===== src/rtl/ifetch_unit_if.sv =====
// ---------------------------------------------------------------------------
// ifetch_unit_if
//   Bundles the fetch stage's memory read port, its instruction output port
//   and the redirect input into one interface.
//
//   Memory side
//     mem_read     fetch -> mem   read request, held until mem_resp
//     mem_address  fetch -> mem   word address, stable while mem_read=1
//     mem_rdata    mem -> fetch   read data, valid with mem_resp
//     mem_resp     mem -> fetch   single-cycle completion pulse
//   Instruction side
//     instr_valid  fetch -> IR    head entry holds an instruction
//     instr        fetch -> IR    head instruction word (0 when empty)
//     instr_pc     fetch -> IR    address of head word (0 when empty)
//     instr_ready  IR -> fetch    head is consumed this cycle
//   Control
//     redirect     core -> fetch  flush and restart at redirect_pc
//     redirect_pc  core -> fetch  new fetch address (bit 0 ignored)
//
//   master: the fetch unit.  slave: the surrounding core and memory.
// ---------------------------------------------------------------------------
interface ifetch_unit_if;
    logic        mem_read;
    logic [15:0] mem_address;
    logic [15:0] mem_rdata;
    logic        mem_resp;
    logic        instr_valid;
    logic [15:0] instr;
    logic [15:0] instr_pc;
    logic        instr_ready;
    logic        redirect;
    logic [15:0] redirect_pc;

    modport master (
        output mem_read, mem_address, instr_valid, instr, instr_pc,
        input  mem_rdata, mem_resp, instr_ready, redirect, redirect_pc
    );

    modport slave (
        input  mem_read, mem_address, instr_valid, instr, instr_pc,
        output mem_rdata, mem_resp, instr_ready, redirect, redirect_pc
    );
endinterface


===== src/rtl/ifetch_unit.sv =====
// ---------------------------------------------------------------------------
// ifetch_unit
//   LC-3b instruction fetch stage feeding the instruction register.
//   Owns the fetch PC, issues one word read at a time, buffers returned words
//   in a DEPTH-entry FIFO and hands them out with a valid/ready handshake.
//   A redirect flushes the FIFO and restarts fetch at a new address; a read
//   already on the bus is allowed to finish and its data is discarded.
//
//   Parameters
//     RESET_PC  fetch PC after reset (bit 0 ignored)
//     DEPTH     FIFO entries, power of two, >= 2
//
//   Ports
//     clk    clock, rising edge
//     rst_n  asynchronous active-low reset
//     bus    ifetch_unit_if.master (memory port, instruction port, redirect)
// ---------------------------------------------------------------------------
module ifetch_unit #(
    parameter logic [15:0] RESET_PC = 16'h0000,
    parameter int          DEPTH    = 2
) (
    input  logic           clk,
    input  logic           rst_n,
    ifetch_unit_if.master  bus
);

    localparam int PTR_W = $clog2(DEPTH);

    typedef enum logic [1:0] {
        IDLE   = 2'd0,
        FETCH  = 2'd1,
        SQUASH = 2'd2
    } state_t;

    state_t             state_reg;
    logic [15:0]        fetch_pc_reg;
    logic               mem_read_reg;
    logic [15:0]        mem_address_reg;
    logic [PTR_W-1:0]   wr_ptr_reg;
    logic [PTR_W-1:0]   rd_ptr_reg;
    logic [PTR_W:0]     count_reg;

    logic [15:0]        data_mem [DEPTH];
    logic [15:0]        pc_mem   [DEPTH];

    logic               fifo_full;
    logic               fifo_empty;
    logic               push;
    logic               pop;

    assign fifo_full  = (count_reg == (PTR_W + 1)'(DEPTH));
    assign fifo_empty = (count_reg == '0);

    // Redirect wins over both FIFO ports: the returned word is dropped and
    // the head is not consumed, since the whole FIFO is being discarded.
    assign push = (state_reg == FETCH) && bus.mem_resp && !bus.redirect;
    assign pop  = !fifo_empty && bus.instr_ready && !bus.redirect;

    // -----------------------------------------------------------------------
    // Fetch FSM, fetch PC and FIFO bookkeeping
    // -----------------------------------------------------------------------
    always_ff @(posedge clk or negedge rst_n) begin
        if (!rst_n) begin
            state_reg       <= IDLE;
            fetch_pc_reg    <= RESET_PC & 16'hFFFE;
            mem_read_reg    <= 1'b0;
            mem_address_reg <= 16'h0000;
            wr_ptr_reg      <= '0;
            rd_ptr_reg      <= '0;
            count_reg       <= '0;
        end else if (bus.redirect) begin
            fetch_pc_reg <= bus.redirect_pc & 16'hFFFE;
            wr_ptr_reg   <= '0;
            rd_ptr_reg   <= '0;
            count_reg    <= '0;
            // A read still waiting on the bus cannot be withdrawn, so it is
            // carried to completion in SQUASH.  This also covers a second
            // redirect arriving while an earlier squash is still pending.
            if (mem_read_reg && !bus.mem_resp) begin
                state_reg <= SQUASH;
            end else begin
                state_reg    <= IDLE;
                mem_read_reg <= 1'b0;
            end
        end else begin
            unique case (state_reg)
                IDLE: begin
                    // Only request when there is room, so a push can never
                    // land on a full FIFO.
                    if (!fifo_full) begin
                        state_reg       <= FETCH;
                        mem_read_reg    <= 1'b1;
                        mem_address_reg <= fetch_pc_reg;
                    end
                end
                FETCH: begin
                    if (bus.mem_resp) begin
                        fetch_pc_reg <= fetch_pc_reg + 16'd2;
                        state_reg    <= IDLE;
                        mem_read_reg <= 1'b0;
                    end
                end
                SQUASH: begin
                    if (bus.mem_resp) begin
                        state_reg    <= IDLE;
                        mem_read_reg <= 1'b0;
                    end
                end
                default: begin
                    state_reg    <= IDLE;
                    mem_read_reg <= 1'b0;
                end
            endcase

            if (push) begin
                wr_ptr_reg <= wr_ptr_reg + 1'b1;
            end
            if (pop) begin
                rd_ptr_reg <= rd_ptr_reg + 1'b1;
            end
            unique case ({push, pop})
                2'b10:   count_reg <= count_reg + 1'b1;
                2'b01:   count_reg <= count_reg - 1'b1;
                default: count_reg <= count_reg;
            endcase
        end
    end

    // -----------------------------------------------------------------------
    // FIFO storage: no reset needed, entries are only visible while counted.
    // The head is read combinationally so the IR sees it in the same cycle
    // instr_valid rises.
    // -----------------------------------------------------------------------
    always_ff @(posedge clk) begin
        if (push) begin
            data_mem[wr_ptr_reg] <= bus.mem_rdata;
            pc_mem[wr_ptr_reg]   <= fetch_pc_reg;
        end
    end

    assign bus.mem_read    = mem_read_reg;
    assign bus.mem_address = mem_address_reg;
    assign bus.instr_valid = !fifo_empty;
    assign bus.instr       = fifo_empty ? 16'h0000 : data_mem[rd_ptr_reg];
    assign bus.instr_pc    = fifo_empty ? 16'h0000 : pc_mem[rd_ptr_reg];

endmodule


===== src/flat_wrapper.sv =====
// flat-port wrapper written by rule: the top's interface ports become plain ports
module ifetch_unit_flat 
#(
    parameter logic [15:0] RESET_PC = 16'h0000,
    parameter int          DEPTH    = 2
)
  (clk, rst_n, bus_mem_read, bus_mem_address, bus_instr_valid, bus_instr, bus_instr_pc, bus_mem_rdata, bus_mem_resp, bus_instr_ready, bus_redirect, bus_redirect_pc);
  ifetch_unit_if bus_i ();
  input  logic clk;
  input  logic rst_n;
  output wire logic [$bits(bus_i.mem_read)-1:0] bus_mem_read;
  output wire logic [$bits(bus_i.mem_address)-1:0] bus_mem_address;
  output wire logic [$bits(bus_i.instr_valid)-1:0] bus_instr_valid;
  output wire logic [$bits(bus_i.instr)-1:0] bus_instr;
  output wire logic [$bits(bus_i.instr_pc)-1:0] bus_instr_pc;
  input wire logic [$bits(bus_i.mem_rdata)-1:0] bus_mem_rdata;
  input wire logic [$bits(bus_i.mem_resp)-1:0] bus_mem_resp;
  input wire logic [$bits(bus_i.instr_ready)-1:0] bus_instr_ready;
  input wire logic [$bits(bus_i.redirect)-1:0] bus_redirect;
  input wire logic [$bits(bus_i.redirect_pc)-1:0] bus_redirect_pc;
  assign bus_mem_read = bus_i.mem_read;
  assign bus_mem_address = bus_i.mem_address;
  assign bus_instr_valid = bus_i.instr_valid;
  assign bus_instr = bus_i.instr;
  assign bus_instr_pc = bus_i.instr_pc;
  assign bus_i.mem_rdata = bus_mem_rdata;
  assign bus_i.mem_resp = bus_mem_resp;
  assign bus_i.instr_ready = bus_instr_ready;
  assign bus_i.redirect = bus_redirect;
  assign bus_i.redirect_pc = bus_redirect_pc;
  ifetch_unit #(.RESET_PC(RESET_PC), .DEPTH(DEPTH)) u_core (.clk(clk), .rst_n(rst_n), .bus(bus_i));
endmodule

===== config.mk =====
export PLATFORM = sky130hd
export DESIGN_NAME = ifetch_unit_flat
export DESIGN_NICKNAME = d
export VERILOG_FILES = /design/src/rtl/ifetch_unit_if.sv /design/src/rtl/ifetch_unit.sv /design/src/flat_wrapper.sv
export SDC_FILE = /design/constraint.sdc
export NUM_CORES = 1
export LEC_CHECK = 0
export ABC_AREA = 1
export CAP_MARGIN = 5
export CORE_MARGIN = 5
export CORE_UTILIZATION = 25
export DETAILED_ROUTE_END_ITERATION = 8
export PLACE_DENSITY_LB_ADDON = 0.08
export SLEW_MARGIN = 20
export SYNTH_ARGS = -nofsm -noshare
export SYNTH_HDL_FRONTEND = slang
export SYNTH_SLANG_ARGS = --single-unit

===== constraint.sdc =====
create_clock -name clk -period 5.3 [get_ports clk]
set_clock_uncertainty 0.05 [all_clocks]
set_input_delay 0.795 -clock clk [delete_from_list [all_inputs] [get_ports clk]]
set_output_delay 0.795 -clock clk [all_outputs]
set_load 0.1 [all_outputs]

# Word level (Yosys, flattened, before mapping)
# Memory sizes are Yosys's and may differ from the RTL's.
# Cells that the tools add are included.
# totals
out_inout_bits	50
romBits	0
mem_bits_rw	64
ff_bits	39
input_bits	37
elab_cells	67
latchBits	0
mem_count	2
# mem_list
memory	depth	width	rd	rd_ports_with_merged_regs	wr	line_no	text
u_core.data_mem	2	16	1	0	1	ifetch_unit.sv:43	logic [15:0] data_mem [DEPTH];
u_core.pc_mem	2	16	1	0	1	ifetch_unit.sv:44	logic [15:0] pc_mem [DEPTH];
# classes
mul	0
n_eq_ne	8
bitwise_logic	2
n_addsub	5
n_reduce_logical	20
n_shift	0
n_div	0
n_mux	23
order_cmp	0
# ops
cell	count
2-to-1 mux 16 bit	5
adder 16 x 2 -> 16 bit, second input constant	1
2-to-1 mux 1 bit	10
2-to-1 mux 2 bit	5
one-hot mux 2 bit (2 select lines)	2
nonzero test 2 bit	4
== test 2 bit, second input constant	3
AND reduction 3 bit	2
logical AND 1 bit	5
== test 2 x 1 -> 1 bit, second input constant	2
zero test 2 bit	2
AND reduction 2 bit	2
zero test 1 bit	3
!= test 3 x 1 -> 1 bit, second input constant	1
!= test 3 bit, second input constant	1
nonzero test 3 bit	1
adder 1 bit, second input constant	2
adder 2 x 1 -> 2 bit, second input constant	1
!= test 2 bit, second input constant	1
NOT 1 bit	2
one-hot mux 1 bit (2 select lines)	1
OR reduction 2 bit	1
subtractor 2 x 1 -> 2 bit, second input constant	1

# Logic depth before layout (Yosys ltp)
# Gate-level depths: netlist of run 1.
# depth
depth_word	7
depth_mapped	9
mapped_depth_nobuf	9

# Worst setup path before layout of run 1
# OpenSTA, ideal clock, no wires.
# synth_timing
path_type	reg2out
startpoint	reg u_core.rd_ptr_reg
endpoint	out bus_instr[0]
path_stages_with_launch	5
required_ps	4455
setup_slack_ps	2129
arrival_ps	2326
path_buffers	1
path_cell_list	dfrtp_1 > inv_1 > buf_1 > nand2_1 > a21oi_1
# synth_between
elab_chain_cells	2
# synth_lines
item	line_no	text
start, declared	ifetch_unit.sv:40	logic [PTR_W-1:0] rd_ptr_reg;
start signal, assigned	ifetch_unit.sv:119	rd_ptr_reg <= rd_ptr_reg + 1'b1;
memory read (2 x 16 bit)	-	
2-to-1 mux 16 bit	ifetch_unit.sv:144	assign bus.instr = fifo_empty ? 16'h0000 : data_mem[rd_ptr_reg];
end, declared	flat_wrapper.sv:14	output wire logic [$bits(bus_i.instr)-1:0] bus_instr;
# No other way between the ends.

# Worst setup path after layout of run 1
# layout_timing
startpoint	reg u_core.rd_ptr_reg
endpoint	out bus_instr[4]
# The elaborated chain is that of the path after synthesis.

==> impl_metrics.env, run 1 <==
export IMPL_vias=3084
export IMPL_syn_area_um2=4270
export IMPL_stdcell_area_um2=5600
export IMPL_multi_input_area_um2=1280
export IMPL_io_pins=87
export IMPL_cp_slowest_cell="clkdlybuf4s50_1"
export IMPL_status="complete, no violations"
export IMPL_wl_per_cell_um=15.5
export IMPL_required_ns=4.45
export IMPL_hold_violations=0
export IMPL_fill_cells=1674
export IMPL_htree_levels=3
export IMPL_first_global_vias=3098
export IMPL_gp_congestion=0.737
export IMPL_clk_latency_ns=0.35
export IMPL_yosysWarnings=0
export IMPL_path_buf_inv=3
export IMPL_instances_no_fill=719
export IMPL_setup_tns_ns=0
export IMPL_finalMaxSlewViolations=0
export IMPL_coreArea_um2=16600
export IMPL_path_cells="inv_1, buf_4, nand2_1, a21oi_1, clkdlybuf4s50_1"
export IMPL_clock_root_buffer="clkbuf_16"
export IMPL_drive_gt1_frac=0.110
export IMPL_holdBufCountCts=0
export IMPL_hold_path_class="register to register"
export IMPL_dpl_cell_area_um2=5280
export IMPL_antenna_found_initial=0
export IMPL_io_buffers=83
export IMPL_die_y_um=141
export IMPL_drt_iter0_drc=132
export IMPL_slew_headroom=0.322
export IMPL_postRouteWirelength_mm=11.1
export IMPL_ys_flop_type="edfxtp_1"
export IMPL_grt_max_degree=38
export IMPL_rows=47
export IMPL_cts_made_buffers=9
export IMPL_regMostFlops="u_core.data_mem"
export IMPL_setup_violations=0
export IMPL_post_route_drc_count=0
export IMPL_crit_path_start_kind="register"
export IMPL_cts_buffer_depth=2
export IMPL_worst_slew_pin_slew_ns=1.01
export IMPL_grt_pass1_wl_mm=17.6
export IMPL_worst_ep_arrival_time_ns=2.93
export IMPL_area_delta_synth_final_pct=31.1
export IMPL_clk_pin_slew_ns=0.07
export IMPL_largestRegisters="u_core.data_mem x32, u_core.pc_mem x30"
export IMPL_ys_seq_area_frac=0.653
export IMPL_period_needed_ns=3.77
export IMPL_syn_avg_cell_area_um2=10.4
export IMPL_period_share=0.712
export IMPL_drtAntennaViolNets=0
export IMPL_die_width_um=141
export IMPL_layout_nets=534
export IMPL_synth_seq_cells=99
export IMPL_fmax_ghz=0.265
export IMPL_synth_distinct_cells=32
export IMPL_cts_setup_buffers=0
export IMPL_cts_resized=0
export IMPL_cts_sinks=99
export IMPL_drv_cap=0
export IMPL_endpoint_kind="output pin"
export IMPL_dp_cells=703
export IMPL_synthCells=412
export IMPL_cp_slowest_stage_delay_ns=1.16
export IMPL_ys_async_sr_fraction=0.374
export IMPL_synth_edff_count=62
export IMPL_crit_fanout=18
export IMPL_largest_reg_flops=32
export IMPL_cts_tree="built"
export IMPL_holdWs_ns=0.439
export IMPL_seq_area_um2=2790
export IMPL_grt_usage=0.116
export IMPL_drt_pass1_iterations=4
export IMPL_dieArea_um2=19800
export IMPL_viasPerCell=4.29
export IMPL_grt_overflow_total=0
export IMPL_antenna_cells=0
export IMPL_place_hpwl_mm=7.36
export IMPL_initial_core_util=0.257
export IMPL_crit_family="buffers and inverters"
export IMPL_rsz0062_at_grt="false"
export IMPL_setup_worst_path_class="register to output pin"
-- worst min-delay path: stages, from the launching register on --
cell and delay, ns:
dfrtp_1 0.35, nand2_1 0.05, o21ai_0 0.06
-- Yosys cell counts, drive strengths merged, types with 3 or more instances --
library cell	instances	area [um2]
clkbuf	8	30.0
nand2	144	553
dfrtp	37	926
edfxtp	62	1860
ha	3	37.5
o211ai	7	52.6
nand3	24	130
buf	10	77.6
nand4	3	18.8
xor2	4	35.0
o21ai	21	105
a21oi	34	174
nor2	18	100
inv	30	113
-- final timing paths --
check	from	end	slack, ns	depth (start not counted)
max in group asynchronous	rst_n	u_core.fetch_pc_reg[14]$_DFFE_PN0P_	4.11	1
worst min-delay path	u_core.bus.mem_address[7]$_DFFE_PN0P_	u_core.bus.mem_address[7]$_DFFE_PN0P_	0.44	2
worst max-delay path	u_core.rd_ptr_reg$_DFFE_PN0P_	bus_instr[4]	1.53	5
worst min register to register	u_core.bus.mem_address[7]$_DFFE_PN0P_	u_core.bus.mem_address[7]$_DFFE_PN0P_	0.44	2
worst max register to register	u_core.state_reg[1]$_DFFE_PN0P_	u_core.data_mem[0][3]$_DFFE_PP_	2.51	6
min in group asynchronous	rst_n	u_core.bus.mem_address[2]$_DFFE_PN0P_	0.52	1
-- area by class of cell --
class	count	share of cell area
clock buffers	11	0.0416
clock inverters	5	0.0152
inverters	30	0.0201
multi-input cells	266	0.229
flip-flops and latches	99	0.498
well taps	220	0.0492
repair buffers	88	0.147
-- logic make-up after synthesis --
family	Yosys count	share of synthesized area
simple gates	191	0.191
compound gates	64	0.0815
mux	1	0.00351
buf+inv	48	0.0516
xor+xnor	5	0.0103
other cells	1	0.000878
fa+ha+maj	3	0.00879
flops	99	0.653
-- through the flow --
stage,worst slack (ns),utilization
after floorplan,2.13,-
after global routing,1.33,0.336
final,1.53,0.336
after detailed placement,1.71,0.317
after CTS,1.46,0.336
after global placement,1.67,0.317
-- cells in the final DEF, fill, tap and decap left out, types with 3 or more instances in the layout --
cell             instances
inv_1                   29
nor2_1                   8
nor2_4                   5
o21ai_0                 15
xor2_1                   4
ha_1                     3
o21ai_1                  6
nand4_1                  3
a21oi_1                 33
buf_4                   22
edfxtp_1                62
nand3_1                 22
clkbuf_16                9
nor2_2                   5
dfrtp_1                 37
nand2_1                141
o211ai_1                 7
clkdlybuf4s50_1         65
-- metal layers --
layer,global-route usage,vias to the layer above,wire length [um]
met3,0.0410,9,560
met1,0.154,1469,5330
li1,-,1534,-
met5,0,-,0
met4,0.0260,0,124
met2,0.182,72,5140
Power of run 1 is left out: the tool's default activity adds up to more than one toggle a clock period on the data nets, which glitch-free logic cannot reach.
==> run 2, diff against run 1 <==
clock period = 3.4 ns   (was 5.3 ns; I/O delays follow)
==> run 2 against run 1 <==
  * Register-to-register slack lost 0.99 ns
  * Worst hold slack worse by 0.21 ns
  * Via count is essentially flat
  * Worst setup slack worse by 0.73 ns
  * Routed wire length shrank 2.3%
  * Die area unchanged
  * First-iteration DRC count up 49%
  * Critical path depth fell by 1
  * Design area is 6.2% higher
  * Utilization is 2.1 points higher
  * Critical path type unchanged
==> impl_metrics.env, run 2 (synthesis results as in run 1) <==
export IMPL_postRouteWirelength_mm=10.9
export IMPL_antenna_found_initial=0
export IMPL_dieArea_um2=19800
export IMPL_dp_cells=707
export IMPL_rows=47
export IMPL_stdcell_area_um2=5950
export IMPL_required_ns=2.84
export IMPL_crit_path_start_kind="register"
export IMPL_largestRegisters="u_core.data_mem x32, u_core.pc_mem x30"
export IMPL_instances_no_fill=723
export IMPL_rsz0062_at_grt="false"
export IMPL_finalMaxSlewViolations=0
export IMPL_drv_cap=0
export IMPL_first_global_vias=3110
export IMPL_worst_ep_arrival_time_ns=2.04
export IMPL_path_cells="buf_4, nand2_1, a21oi_1, buf_12"
export IMPL_drive_gt1_frac=0.157
export IMPL_clk_latency_ns=0.35
export IMPL_clk_pin_slew_ns=0.07
export IMPL_regMostFlops="u_core.data_mem"
export IMPL_post_route_drc_count=0
export IMPL_setup_worst_path_class="register to output pin"
export IMPL_final_common_cell="nand2_1"
export IMPL_grt_max_degree=38
export IMPL_grt_usage=0.113
export IMPL_grt_pass1_wl_mm=17.3
export IMPL_area_delta_synth_final_pct=39.3
export IMPL_coreArea_um2=16600
export IMPL_cts_sinks=99
export IMPL_drtAntennaViolNets=0
export IMPL_wl_per_cell_um=15.1
export IMPL_period_share=0.765
export IMPL_dpl_cell_area_um2=5670
export IMPL_cts_setup_buffers=0
export IMPL_io_pins=87
export IMPL_holdBufCountCts=0
export IMPL_place_hpwl_mm=7.38
export IMPL_fmax_ghz=0.385
export IMPL_initial_core_util=0.257
export IMPL_slew_headroom=0.346
export IMPL_cts_tree="built"
export IMPL_die_width_um=141
export IMPL_drt_iter0_drc=197
export IMPL_clock_root_buffer="clkbuf_16"
export IMPL_layout_common_cells="nand2_1 (141), edfxtp_1 (62), clkdlybuf4s50_1 (47)"
export IMPL_cts_resized=0
export IMPL_die_y_um=141
export IMPL_cts_buffer_depth=2
export IMPL_viasPerCell=4.26
export IMPL_hold_path_class="input port to async pin"
export IMPL_io_buffers=83
export IMPL_status="complete, no violations"
export IMPL_crit_fanout=18
export IMPL_cts_made_buffers=9
export IMPL_grt_overflow_total=0
export IMPL_layout_nets=538
export IMPL_hold_violations=0
export IMPL_cp_slowest_stage_delay_ns=0.73
export IMPL_setup_violations=0
export IMPL_gp_congestion=0.742
export IMPL_antenna_cells=0
export IMPL_vias=3082
export IMPL_post_route_util=0.357
export IMPL_setup_tns_ns=0
export IMPL_endpoint_kind="output pin"
export IMPL_period_needed_ns=2.60
export IMPL_largest_reg_flops=32
export IMPL_worst_slew_pin_slew_ns=0.978
export IMPL_cp_slowest_cell="dfrtp_1"
export IMPL_htree_levels=3
export IMPL_drt_pass1_iterations=5
[run 2: changes by cell type in the layout (fill, tap and decap cells not counted)]
cell             delta
buf_12             +32
buf_4              -10
bufinv_16           -2
clkbuf_1            -2
inv_6               +3
clkdlybuf4s50_1    -18
clkinv_2            +1
[run 2: routing by layer]
layer / vias to the layer above / global-route usage / wire length, um / share of wire
met4: 0 / 0.0459 / 191 / 0.018
met5: - / 0 / 0 / 0
met3: 13 / 0.0257 / 449 / 0.041
met2: 72 / 0.174 / 5010 / 0.46
li1: 1548 / - / - / -
met1: 1449 / 0.153 / 5240 / 0.48
[run 2: stage by stage]
step                setup slack, ns  hold slack [ns]
global route                  0.634            0.308
finish                        0.800            0.229
CTS                           0.753            0.259
floorplan                     0.514            0.164
global placement              0.999            0.425
detailed placement             1.00            0.428
[run 2: cell type report]
| cell class | instances | area, um2 |
|---|---|---|
| fill | 1687 | 10700 |
| sequential | 99 | 2790 |
| multi-input combinational | 266 | 1280 |
| timing repair buffer | 92 | 1210 |
| tap | 220 | 275 |
| clock buffer | 9 | 225 |
| inverter | 30 | 113 |
| clock inverter | 7 | 56.3 |
[run 2: final timing paths]
| kind | depth (start not counted) | to | start | slack, ns |
|---|---|---|---|---|
| setup / recovery | 4 | bus_instr[4] | u_core.rd_ptr_reg$_DFFE_PN0P_ | 0.80 |
| min in group clk | 2 | u_core.bus.mem_address[2]$_DFFE_PN0P_ | u_core.bus.mem_address[2]$_DFFE_PN0P_ | 0.44 |
| max in group asynchronous | 1 | u_core.bus.mem_address[13]$_DFFE_PN0P_ | rst_n | 2.52 |
| hold reg to reg | 2 | u_core.bus.mem_address[2]$_DFFE_PN0P_ | u_core.bus.mem_address[2]$_DFFE_PN0P_ | 0.44 |
| setup reg to reg | 7 | u_core.pc_mem[1][13]$_DFFE_PP_ | u_core.state_reg[1]$_DFFE_PN0P_ | 1.52 |
| hold / removal | 1 | u_core.bus.mem_address[1]$_DFFE_PN0P_ | rst_n | 0.23 |
[run 2: worst max-delay path: cells and delay by family, from the launching register on]
family / cells / cell delay (ns)
and+or+nand+nor: 1 / 0.08
AOI/OAI and AO/OA: 1 / 0.29
DFF: 1 / 0.73
buffers and inverters: 2 / 0.58
Power of run 2 is left out for the same reason.
==> run 3, diff against run 2 <==
clock period = 2.5 ns   (was 3.4 ns; I/O delays follow)
==> run 3 against run 2 <==
  * Sequential share of layout area shrank 1.0 points
  * Global-route usage grew 0.29 points
  * Utilization rose by 0.81 points
  * Register-to-register slack got worse by 0.74 ns
==> impl_metrics.env, run 3 (synthesis results as in run 1) <==
export IMPL_status="complete, no violations"
export IMPL_antenna_cells=0
export IMPL_setup_worst_path_class="register to output pin"
export IMPL_cts_tree="built"
export IMPL_place_hpwl_mm=7.29
export IMPL_holdBufCountCts=0
export IMPL_wl_per_cell_um=14.9
export IMPL_place_ws_ns=0.414
export IMPL_cp_slowest_stage_delay_ns=0.37
export IMPL_endpoint_kind="output pin"
export IMPL_regMostFlops="u_core.data_mem"
export IMPL_worst_slack_ns=0.361
export IMPL_gp_congestion=0.728
export IMPL_cts_made_buffers=9
export IMPL_die_width_um=141
export IMPL_grt_max_degree=38
export IMPL_finalMaxSlewViolations=0
export IMPL_hold_violations=0
export IMPL_drtAntennaViolNets=0
export IMPL_layout_nets=538
export IMPL_postRouteWirelength_mm=10.8
export IMPL_worst_slew_pin_slew_ns=0.502
export IMPL_slew_headroom=0.665
export IMPL_area_delta_synth_final_pct=42.4
export IMPL_stdcell_area_um2=6080
export IMPL_cts_sinks=99
export IMPL_path_cells="inv_1, buf_4, nand2_1, a21oi_1, buf_12"
export IMPL_grt_usage=0.116
export IMPL_vias=3109
export IMPL_crit_start="u_core.rd_ptr_reg$_DFFE_PN0P_"
export IMPL_setup_violations=0
export IMPL_drv_cap=0
export IMPL_grt_pass1_wl_mm=17.8
export IMPL_io_buffers=83
export IMPL_worst_ep_arrival_time_ns=1.71
export IMPL_cts_buffer_depth=2
export IMPL_cts_resized=0
export IMPL_grt_overflow_total=0
export IMPL_clk_latency_ns=0.35
export IMPL_crit_fanout=31
export IMPL_rows=47
export IMPL_io_pins=87
export IMPL_drt_pass1_iterations=4
export IMPL_r2r_start="u_core.state_reg[1]$_DFFE_PN0P_"
export IMPL_post_route_drc_count=0
export IMPL_largestRegisters="u_core.data_mem x32, u_core.pc_mem x30"
export IMPL_die_y_um=141
export IMPL_layout_common_cells="nand2_1 (141), edfxtp_1 (62), dfrtp_1 (37)"
export IMPL_drt_iter0_drc=161
export IMPL_dpl_cell_area_um2=5780
export IMPL_fmax_ghz=0.467
export IMPL_clk_pin_slew_ns=0.07
export IMPL_instances_no_fill=723
export IMPL_required_ns=2.08
export IMPL_htree_levels=3
export IMPL_dp_cells=707
export IMPL_drive_gt1_frac=0.239
export IMPL_period_share=0.856
export IMPL_period_needed_ns=2.14
export IMPL_initial_core_util=0.257
export IMPL_setup_tns_ns=0
export IMPL_antenna_found_initial=0
export IMPL_rsz0062_at_grt="false"
export IMPL_largest_reg_flops=32
export IMPL_cts_setup_buffers=0
export IMPL_final_common_cell="nand2_1"
export IMPL_hold_path_class="input port to async pin"
export IMPL_coreArea_um2=16600
export IMPL_dieArea_um2=19800
export IMPL_viasPerCell=4.30
export IMPL_crit_path_start_kind="register"
export IMPL_first_global_vias=3246
export IMPL_cp_slowest_cell="dfrtp_1"
export IMPL_clock_root_buffer="clkbuf_16"
-- run 3: cell type report --
type                       instances  area [um2]
clock buffer                       9         225
clock inverter                     7        76.3
fill                            1652       10600
inverter                          30         113
multi-input combinational        266        1400
sequential                        99        2790
tap                              220         275
timing repair buffer              92        1200
-- run 3: metal layers --
layer | part of all wire | wire (um) | track usage | vias to the layer above
met5 | 0 | 0 | 0 | -
met4 | 0.017 | 185 | 0.0454 | 0
met3 | 0.047 | 504 | 0.0284 | 12
met2 | 0.47 | 5070 | 0.185 | 74
met1 | 0.47 | 5030 | 0.151 | 1476
li1 | - | - | - | 1547
-- run 3: worst paths after layout --
| kind | endpoint | slack (ns) | cells after the start |
|---|---|---|---|
| min in group clk | u_core.bus.mem_address[3]$_DFFE_PN0P_ | 0.45 | 2 |
| worst max register to register | u_core.data_mem[0][13]$_DFFE_PP_ | 0.78 | 7 |
| worst min-delay path | u_core.state_reg[1]$_DFFE_PN0P_ | 0.41 | 2 |
| worst max-delay path | bus_instr[12] | 0.36 | 5 |
| max in group asynchronous | u_core.wr_ptr_reg$_DFFE_PN0P_ | 1.64 | 2 |
| worst min register to register | u_core.bus.mem_address[3]$_DFFE_PN0P_ | 0.45 | 2 |
-- run 3: critical path, delay by kind of cell (launching register included) --
kind	cells	cell delay, ns
AO/OA/AOI/OAI	1	0.24
buffers and inverters	3	0.65
flip-flops	1	0.37
AND/OR/NAND/NOR	1	0.09
-- run 3: per-stage QoR --
| step | utilization | hold WS, ns |
|---|---|---|
| floorplan | - | 0.0294 |
| global placement | 0.347 | 0.428 |
| detailed placement | 0.347 | 0.430 |
| CTS | 0.365 | 0.424 |
| global route | 0.365 | 0.460 |
| finish | 0.365 | 0.411 |
Power of run 3 is left out for the same reason.
